`src/rtl/uart_pkg.sv`:
```
// Shared UART definitions: receive FSM state encoding, oversampling
// constants, default frame width and a 2-of-3 majority helper.
package uart_pkg;

  typedef enum logic [1:0] {
    IDLE,
    START,
    DATA,
    STOP
  } rx_state_t;

  localparam int unsigned OVERSAMPLE = 16;
  localparam int unsigned MID_TICK   = 8;
  localparam int unsigned LAST_TICK  = 15;
  localparam int unsigned DATA_BITS  = 8;

  function automatic logic maj3(input logic a, input logic b, input logic c);
    return (a & b) | (a & c) | (b & c);
  endfunction

endpackage

```
`src/rtl/uart_rx_sync.sv`:
```
// Two-flop synchronizer for an asynchronous single-bit input.
// Ports: clk, rst_n (async active-low), d (async in), q (synchronized out).
// RESET_VAL sets the value both flops take in reset.
module uart_rx_sync #(
  parameter logic RESET_VAL = 1'b1
) (
  input  logic clk,
  input  logic rst_n,
  input  logic d,
  output logic q
);

  logic meta;

  always_ff @(posedge clk or negedge rst_n) begin
    if (!rst_n) begin
      meta <= RESET_VAL;
      q    <= RESET_VAL;
    end else begin
      meta <= d;
      q    <= meta;
    end
  end

endmodule

```
`src/rtl/uart_rx_core.sv`:
```
// UART receiver: 16x oversampled start/data/stop framing with 2-of-3
// majority voting at ticks 7/8/9, LSB-first deserialization and a
// one-entry output register with valid/ack handshake.
// Ports:
//   clk, rst_n       clock, async active-low reset
//   en_rx            16x baud strobe
//   ser_in           async serial line (idles high)
//   dout_byte/valid  holding register and its full flag
//   dout_ack         consumer takes the byte (only when valid)
//   frame_err        1-cycle pulse, stop bit sampled low
//   overrun_err      1-cycle pulse, byte completed while register full
//   rx_busy          FSM not in IDLE
module uart_rx_core
  import uart_pkg::*;
#(
  parameter int unsigned OVERSAMPLE = uart_pkg::OVERSAMPLE,
  parameter int unsigned DATA_BITS  = uart_pkg::DATA_BITS
) (
  input  logic                 clk,
  input  logic                 rst_n,
  input  logic                 en_rx,
  input  logic                 ser_in,
  output logic [DATA_BITS-1:0] dout_byte,
  output logic                 dout_valid,
  input  logic                 dout_ack,
  output logic                 frame_err,
  output logic                 overrun_err,
  output logic                 rx_busy
);

  localparam int unsigned TICK_W = $clog2(OVERSAMPLE);
  localparam int unsigned BIT_W  = $clog2(DATA_BITS);

  localparam logic [TICK_W-1:0] T_S0   = TICK_W'(MID_TICK - 1);
  localparam logic [TICK_W-1:0] T_S1   = TICK_W'(MID_TICK);
  localparam logic [TICK_W-1:0] T_S2   = TICK_W'(MID_TICK + 1);
  localparam logic [TICK_W-1:0] T_LAST = TICK_W'(LAST_TICK);
  localparam logic [BIT_W-1:0]  B_LAST = BIT_W'(DATA_BITS - 1);

  rx_state_t             state, state_nxt;
  logic                  line;
  logic [TICK_W-1:0]     tick;
  logic [BIT_W-1:0]      bit_idx;
  logic [DATA_BITS-1:0]  shreg;
  logic [1:0]            samp;
  logic                  bit_q;
  logic                  vote;
  logic                  deliver;
  logic                  fe_nxt;

  uart_rx_sync #(.RESET_VAL(1'b1)) u_sync (
    .clk   (clk),
    .rst_n (rst_n),
    .d     (ser_in),
    .q     (line)
  );

  // Third sample is the live line at tick 9; STOP decides on it directly.
  assign vote    = maj3(samp[0], samp[1], line);
  assign rx_busy = (state != IDLE);

  always_ff @(posedge clk or negedge rst_n) begin
    if (!rst_n) state <= IDLE;
    else        state <= state_nxt;
  end

  always_comb begin
    state_nxt = state;
    deliver   = 1'b0;
    fe_nxt    = 1'b0;
    if (en_rx) begin
      unique case (state)
        IDLE:  if (!line) state_nxt = START;
        START: if (tick == T_LAST) state_nxt = bit_q ? IDLE : DATA;
        DATA:  if (tick == T_LAST && bit_idx == B_LAST) state_nxt = STOP;
        STOP: begin
          if (tick == T_S2) begin
            state_nxt = IDLE;
            deliver   = vote;
            fe_nxt    = !vote;
          end
        end
        default: state_nxt = IDLE;
      endcase
    end
  end

  always_ff @(posedge clk or negedge rst_n) begin
    if (!rst_n) begin
      tick    <= '0;
      bit_idx <= '0;
      shreg   <= '0;
      samp    <= '0;
      bit_q   <= 1'b0;
    end else if (en_rx) begin
      if (state == IDLE) tick <= '0;
      else               tick <= tick + 1'b1;

      if (state != IDLE) begin
        if (tick == T_S0) samp[0] <= line;
        if (tick == T_S1) samp[1] <= line;
        if (tick == T_S2) bit_q   <= vote;
      end

      if (state == START) bit_idx <= '0;
      if (state == DATA && tick == T_LAST) begin
        bit_idx <= bit_idx + 1'b1;
        shreg   <= {bit_q, shreg[DATA_BITS-1:1]};
      end
    end
  end

  always_ff @(posedge clk or negedge rst_n) begin
    if (!rst_n) begin
      dout_byte   <= '0;
      dout_valid  <= 1'b0;
      frame_err   <= 1'b0;
      overrun_err <= 1'b0;
    end else begin
      frame_err   <= fe_nxt;
      overrun_err <= deliver && dout_valid && !dout_ack;
      if (deliver && (!dout_valid || dout_ack)) begin
        dout_byte  <= shreg;
        dout_valid <= 1'b1;
      end else if (dout_ack && dout_valid) begin
        dout_valid <= 1'b0;
      end
    end
  end

endmodule

```
`config.mk`:
```
export PLATFORM = sky130hd
export DESIGN_NAME = uart_rx_core
export DESIGN_NICKNAME = d
export VERILOG_FILES = /design/src/rtl/uart_pkg.sv /design/src/rtl/uart_rx_sync.sv /design/src/rtl/uart_rx_core.sv
export SDC_FILE = /design/constraint.sdc
export NUM_CORES = 1
export LEC_CHECK = 0
export CORE_ASPECT_RATIO = 0.5
export CORE_MARGIN = 3
export CORE_UTILIZATION = 57
export CTS_BUF_LIST = sky130_fd_sc_hd__clkbuf_8
export CTS_CLUSTER_SIZE = 10
export DETAILED_ROUTE_END_ITERATION = 10
export GPL_TIMING_DRIVEN = 0
export PLACE_DENSITY = 0.84
export REMOVE_ABC_BUFFERS = 1
export SLEW_MARGIN = 40
export SYNTH_ARGS = -nofsm -noshare
export SYNTH_HDL_FRONTEND = slang
export SYNTH_SLANG_ARGS = --single-unit
export TNS_END_PERCENT = 10
```
`constraint.sdc`:
```
create_clock -name clk -period 2 [get_ports clk]
set_clock_uncertainty 0.1 [all_clocks]
set_input_delay 0.5 -clock clk [delete_from_list [all_inputs] [get_ports clk]]
set_output_delay 0.5 -clock clk [all_outputs]
set_load 0.03 [all_outputs]
```
==> results of run 1 <==
[sequential cells by signal, indices dropped and copies added, names as in the netlist, 2 cells and up, named ones only]
register / flops
bit_idx: 3
samp: 2
tick: 4
shreg: 8
dout_byte: 8
[layer usage]
metal  share of wire  vias to the layer above  track usage
li1                -                      474            -
met1            0.44                      491       0.2281
met2            0.48                       25       0.2968
met3           0.059                        7      0.06652
met4           0.019                        0      0.07317
met5               0                        -            0
[timing repair]
item,in CTS,in global routing
pin swaps,0,1
setup endpoints to repair,19,2
resized for setup,6,1
hold buffers,1,0
hold endpoints to repair,8,0
buffers inserted,0,7
[layout make-up]
| type | count | area [um2] | share of cell area |
|---|---|---|---|
| inverter | 5 | 18.77 | 0.009960 |
| tap | 35 | 43.79 | 0.02324 |
| multi-input combinational | 75 | 638.1 | 0.3386 |
| clock inverter | 2 | 33.78 | 0.01793 |
| clock buffer | 6 | 82.58 | 0.04382 |
| sequential | 33 | 830.8 | 0.4409 |
| timing repair buffer | 25 | 236.5 | 0.1255 |
[cells by family (layout without fill, tap and decap cells)]
kind of cell,Yosys count,count (layout),synth area share
buffers and inverters,9,38,0.03075
adders and majority gates,6,6,0.04821
DFF,33,33,0.5503
muxes,20,20,0.1488
AOI/OAI and AO/OA,15,15,0.06817
and+or+nand+nor,34,34,0.1538
[power by group through the flow]
| stage | clock network, mW | logic, mW | registers, mW |
|---|---|---|---|
| after floorplan | 0 | 0.240 | 0.848 |
| after global placement | 0 | 0.313 | 0.868 |
| after detailed placement | 0 | 0.325 | 0.875 |
| after CTS | 0.646 | 0.327 | 0.876 |
| after global routing | 0.686 | 0.493 | 0.868 |
| final | 0.633 | 0.447 | 0.852 |
[metrics by stage]
step	setup TNS, ns	worst slack (ns)	instance area [um2]	total power, mW	util
global placement	-15.87	-0.4412	1682	1.181	0.7134
global route	0	0.01153	1884	2.046	0.7994
finish	0	0.07782	1884	1.932	0.7994
CTS	-0.01277	-0.01277	1831	1.849	0.7765
floorplan	0	0.3880	1478	1.088	-
detailed placement	-7.561	-0.4715	1697	1.200	0.7197
[worst max-delay path by stage]
stage	start	cells past startpoint	endpoint
CTS	flop	3	rx_busy
finish	dout_byte[5]$_DFFE_PN0P_	1	dout_byte[5]
global route	en_rx	4	samp[1]$_DFFE_PN0P_
floorplan	tick[0]$_DFFE_PN0P_	4	shreg[0]$_DFFE_PN0P_
detailed placement	en_rx	4	samp[1]$_DFFE_PN0P_
global placement	en_rx	4	samp[1]$_DFFE_PN0P_
[cells in the final DEF, fill, tap and decap left out, drive strengths merged, types with 3 or more instances in the layout]
cell	Yosys	routed
nor3	3	3
clkdlybuf4s50	0	13
buf	4	9
clkbuf	0	6
nand3	3	3
o21ai	6	6
inv	5	6
mux2	19	19
dfrtp	31	31
and3	3	3
nand2	8	8
ha	5	5
nor2	4	4
==> impl_metrics.json, run 1 <==
{
  "drive_gt1_frac": 0.3151,
  "p_per_area_nw_per_um2": 1025,
  "r2r_end": "shreg[1]$_DFFE_PN0P_",
  "cts_tree": "yes",
  "hold_path_depth": 0,
  "slew-limit-headroom": 0.6819,
  "outcome": "finished clean",
  "path_class": "reg2out",
  "arrival_ns": 1.32,
  "core_area_um2": 2357,
  "cts_root_buffer": "clkbuf_8",
  "io_buffers": 16,
  "grt_setup_unrepaired": "no",
  "tightest_slew_ns": 0.4772,
  "track_usage": 0.1845,
  "end_kind": "primary output",
  "setup_viol": 0,
  "dieArea_um2": 3331,
  "cp-start-kind": "flop",
  "synth_area_um2": 1505,
  "path_clk_slew_ns": 0.07,
  "pwr-share-clk": 0.328,
  "reg2reg_slack_ns": 0.18,
  "switching_share": 0.2920,
  "hold_viol": 0,
  "hold_start": "u_sync.meta$_DFF_PN1_",
  "synthTopCellsByCount": "dfrtp_1 (31), mux2_2 (19), nand2_1 (7)",
  "layout.nets": 155,
  "crit_buf_inv": 1,
  "antenna_found_initial": 0,
  "yosysWarnings": 0,
  "die_y_um": 42.34,
  "drc": 0,
  "crit_required_ns": 1.40,
  "fin_cells": 181,
  "synthCells": 117,
  "slowest_stage": "clkdlybuf4s50_1",
  "cp_cell_sequence": "clkdlybuf4s50_1",
  "async_flop_share": 1.000,
  "diodes": 0,
  "rr_worst_depth": 4,
  "synth_top_area_frac": 0.5154,
  "ir_worst_vdd_v": 0.0007474,
  "slowest_delay_ns": 0.68,
  "timing.hold.ws_ns": 0.2611,
  "drtAntennaViolNets": 0,
  "hold_class": "reg2reg",
  "fmax_mhz": 520.2,
  "grt_max_degree": 26,
  "synth.area.top_cells": "dfrtp_1 (52%), mux2_2 (14%), ha_1 (4.2%)",
  "p_int_mw": 1.368,
  "start_util": 0.6385,
  "finalCritPeriodShare": 0.9611,
  "path_max_fanout": 2,
  "grt_pass1_vias": 991,
  "dp_hpwl_mm": 1.789,
  "grt_pass1_wl_mm": 4.574,
  "maxCapViolCount": 0,
  "drv_slew": 0,
  "critical-path-top-delay-family": "buffers and inverters",
  "synth-main-ff-cell": "dfrtp_1",
  "finalWirelength_mm": 2.766,
  "synth_most_common_cell": "dfrtp_1",
  "cts_sinks": 33,
  "ys_types": 38,
  "grt_overflow": 0,
  "drt_iter0_drc": 69,
  "synth-seq-cells": 33,
  "avgSynthCellArea_um2": 12.86,
  "syn2layout_area_growth_pct": 25.19,
  "dp.cells": 165,
  "drt-wirelength-per-cell_um": 15.28,
  "num_vias": 997,
  "io_pins": 17,
  "viasPerCell": 5.508,
  "place_congestion": 0.8008,
  "clk_path_buf_depth": 2,
  "num_rows": 12,
  "post-route-min-period_ns": 1.922,
  "ys_seq_area_frac": 0.5503,
  "power_frac_comb": 0.231,
  "p_seq_frac": 0.441,
  "synth_edf_count": 0,
  "die_w_um": 78.68,
  "holdPathEnd": "u_sync.q$_DFF_PN1_",
  "p_sw_mw": 0.5641,
  "htreeDepth": 2,
  "drt_first_pass_iters": 4,
  "leakagePower_nw": 0.9130,
  "r2r_start": "tick[0]$_DFFE_PN0P_",
  "nFillCells": 159,
  "synth_top_area_cell": "dfrtp_1",
  "clk_latency_ns": 0.28,
  "cts_buffers": 5
}
Power figures use the tool's default switching activity.
==> run 2, diff against run 1 <==
SLEW_MARGIN = not set   (was 40)
==> run 2 against run 1 <==
Against the previous run:
- count of clock-buffer cells in the layout is the same
- total power down 4.9%
- setup slack got worse by 0.021 ns
- clock power is 0.9% lower
- design area is 3.5% lower
- first-iteration DRC count up 17%
- global-route usage down 1.3 points
- routed wire length down 12%
- cell count fell by 3.9%
- critical path type unchanged
- critical endpoint is now rx_busy
==> impl_metrics.json, run 2 (synthesized netlist as in run 1, its figures left out) <==
{
  "outcome": "finished clean",
  "antenna_found_initial": 0,
  "drt-wirelength-per-cell_um": 14.01,
  "dieArea_um2": 3331,
  "p_sw_mw": 0.5225,
  "drtAntennaViolNets": 0,
  "io_buffers": 16,
  "maxCapViolCount": 0,
  "drt_iter0_drc": 81,
  "start_util": 0.6385,
  "r2r_start": "tick[0]$_DFFE_PN0P_",
  "pwr-share-clk": 0.341,
  "finalWirelength_mm": 2.438,
  "syn2layout_area_growth_pct": 20.78,
  "drv_slew": 0,
  "slew-limit-headroom": 0.5390,
  "final_common_cell": "dfrtp_1",
  "drt_first_pass_iters": 4,
  "reg2reg_slack_ns": 0.19,
  "hold_class": "in2async",
  "clk_path_buf_depth": 2,
  "grt_overflow": 0,
  "die_w_um": 78.68,
  "dp_worst_setup_slack_ns": -0.4545,
  "clk_latency_ns": 0.28,
  "fmax_mhz": 514.5,
  "grt_pass1_wl_mm": 4.250,
  "die_y_um": 42.34,
  "finalCritPeriodShare": 0.9717,
  "fin_ws_ns": 0.05652,
  "grt_pass1_vias": 924,
  "post-route-min-period_ns": 1.943,
  "num_vias": 947,
  "switching_share": 0.2845,
  "cts_root_buffer": "clkbuf_8",
  "hold_viol": 0,
  "path_clk_slew_ns": 0.06,
  "r2r_end": "shreg[7]$_DFFE_PN0P_",
  "track_usage": 0.1713,
  "reg_top3": "dout_byte: 8 flops, shreg: 8 flops, tick: 4 flops",
  "io_pins": 17,
  "dp_hpwl_mm": 1.688,
  "grt_max_degree": 34,
  "place_congestion": 0.8008,
  "core_area_um2": 2357,
  "leakagePower_nw": 0.8776,
  "diodes": 0,
  "path_max_fanout": 11,
  "drc": 0,
  "htreeDepth": 2,
  "nFillCells": 159,
  "final_cell_mix": "dfrtp_1 (29), mux2_2 (19), clkdlybuf4s50_1 (13), nand2_1 (7)",
  "cp-start-kind": "flop",
  "arrival_ns": 1.34,
  "rr_worst_depth": 4,
  "cts_sinks": 33,
  "setup_tns_ns": 0,
  "power.total_mw": 1.836,
  "power_frac_comb": 0.182,
  "drive_gt1_frac": 0.2878,
  "cts_buffers": 5,
  "layout.nets": 148,
  "path_class": "reg2out",
  "viasPerCell": 5.443,
  "end_kind": "primary output",
  "crit_required_ns": 1.40,
  "ir_worst_vdd_v": 0.0006715,
  "p_int_mw": 1.314,
  "tightest_slew_ns": 0.6915,
  "cts_tree": "yes",
  "p_per_area_nw_per_um2": 1010,
  "p_seq_frac": 0.476,
  "num_rows": 12,
  "timing.hold.ws_ns": 0.1581,
  "setup_viol": 0
}
run 2: layer usage:
| layer | GRT usage | part of all wire |
|---|---|---|
| met5 | 0 | 0 |
| met4 | 0.05226 | 0.011 |
| met3 | 0.07082 | 0.051 |
| met2 | 0.2732 | 0.47 |
| met1 | 0.2142 | 0.47 |
run 2: worst max-delay path by stage:
stage / start / to
global placement: en_rx / samp[1]$_DFFE_PN0P_
floorplan: tick[0]$_DFFE_PN0P_ / shreg[0]$_DFFE_PN0P_
detailed placement: en_rx / samp[1]$_DFFE_PN0P_
global route: state[0]$_DFFE_PN0P_ / rx_busy
CTS: flop / rx_busy
finish: state[0]$_DFFE_PN0P_ / rx_busy
run 2: critical path, stage by stage (launching register included):
cell             delay, ns
dfrtp_2               0.49
nor2_4                0.18
inv_1                 0.05
clkdlybuf4s15_1       0.33
run 2: timing repair:
action                     4_1_cts  5_1_grt
setup endpoints to repair       19        3
gates cloned                     0        0
setup buffers                    0        2
gates resized for setup          6        2
pin swaps                        0        1
hold buffers                     0        0
run 2: power groups by stage:
stage                     logic [mW]  registers [mW]  clock network [mW]
after floorplan                0.240           0.848                   0
after global placement         0.313           0.868                   0
after detailed placement       0.320           0.874                   0
after CTS                      0.320           0.873               0.643
after global routing           0.377           0.892               0.676
final                          0.335           0.875               0.627
run 2: cell type report:
type,count,area (um2),area share
clock buffers,6,82.58,0.04542
clock inverters,2,33.78,0.01858
inverters,5,18.77,0.01032
multi-input cells,75,638.1,0.3510
flip-flops and latches,33,830.8,0.4570
well taps,35,43.79,0.02409
repair buffers,18,170.2,0.09360
run 2: metrics by stage:
step,area (um2),utilization,cells
5_1_grt,1818,0.7712,174
4_1_cts,1800,0.7638,172
6_report,1818,0.7712,174
3_5_place_dp,1677,0.7113,164
2_1_floorplan,1478,-,113
3_3_place_gp,1682,0.7134,164
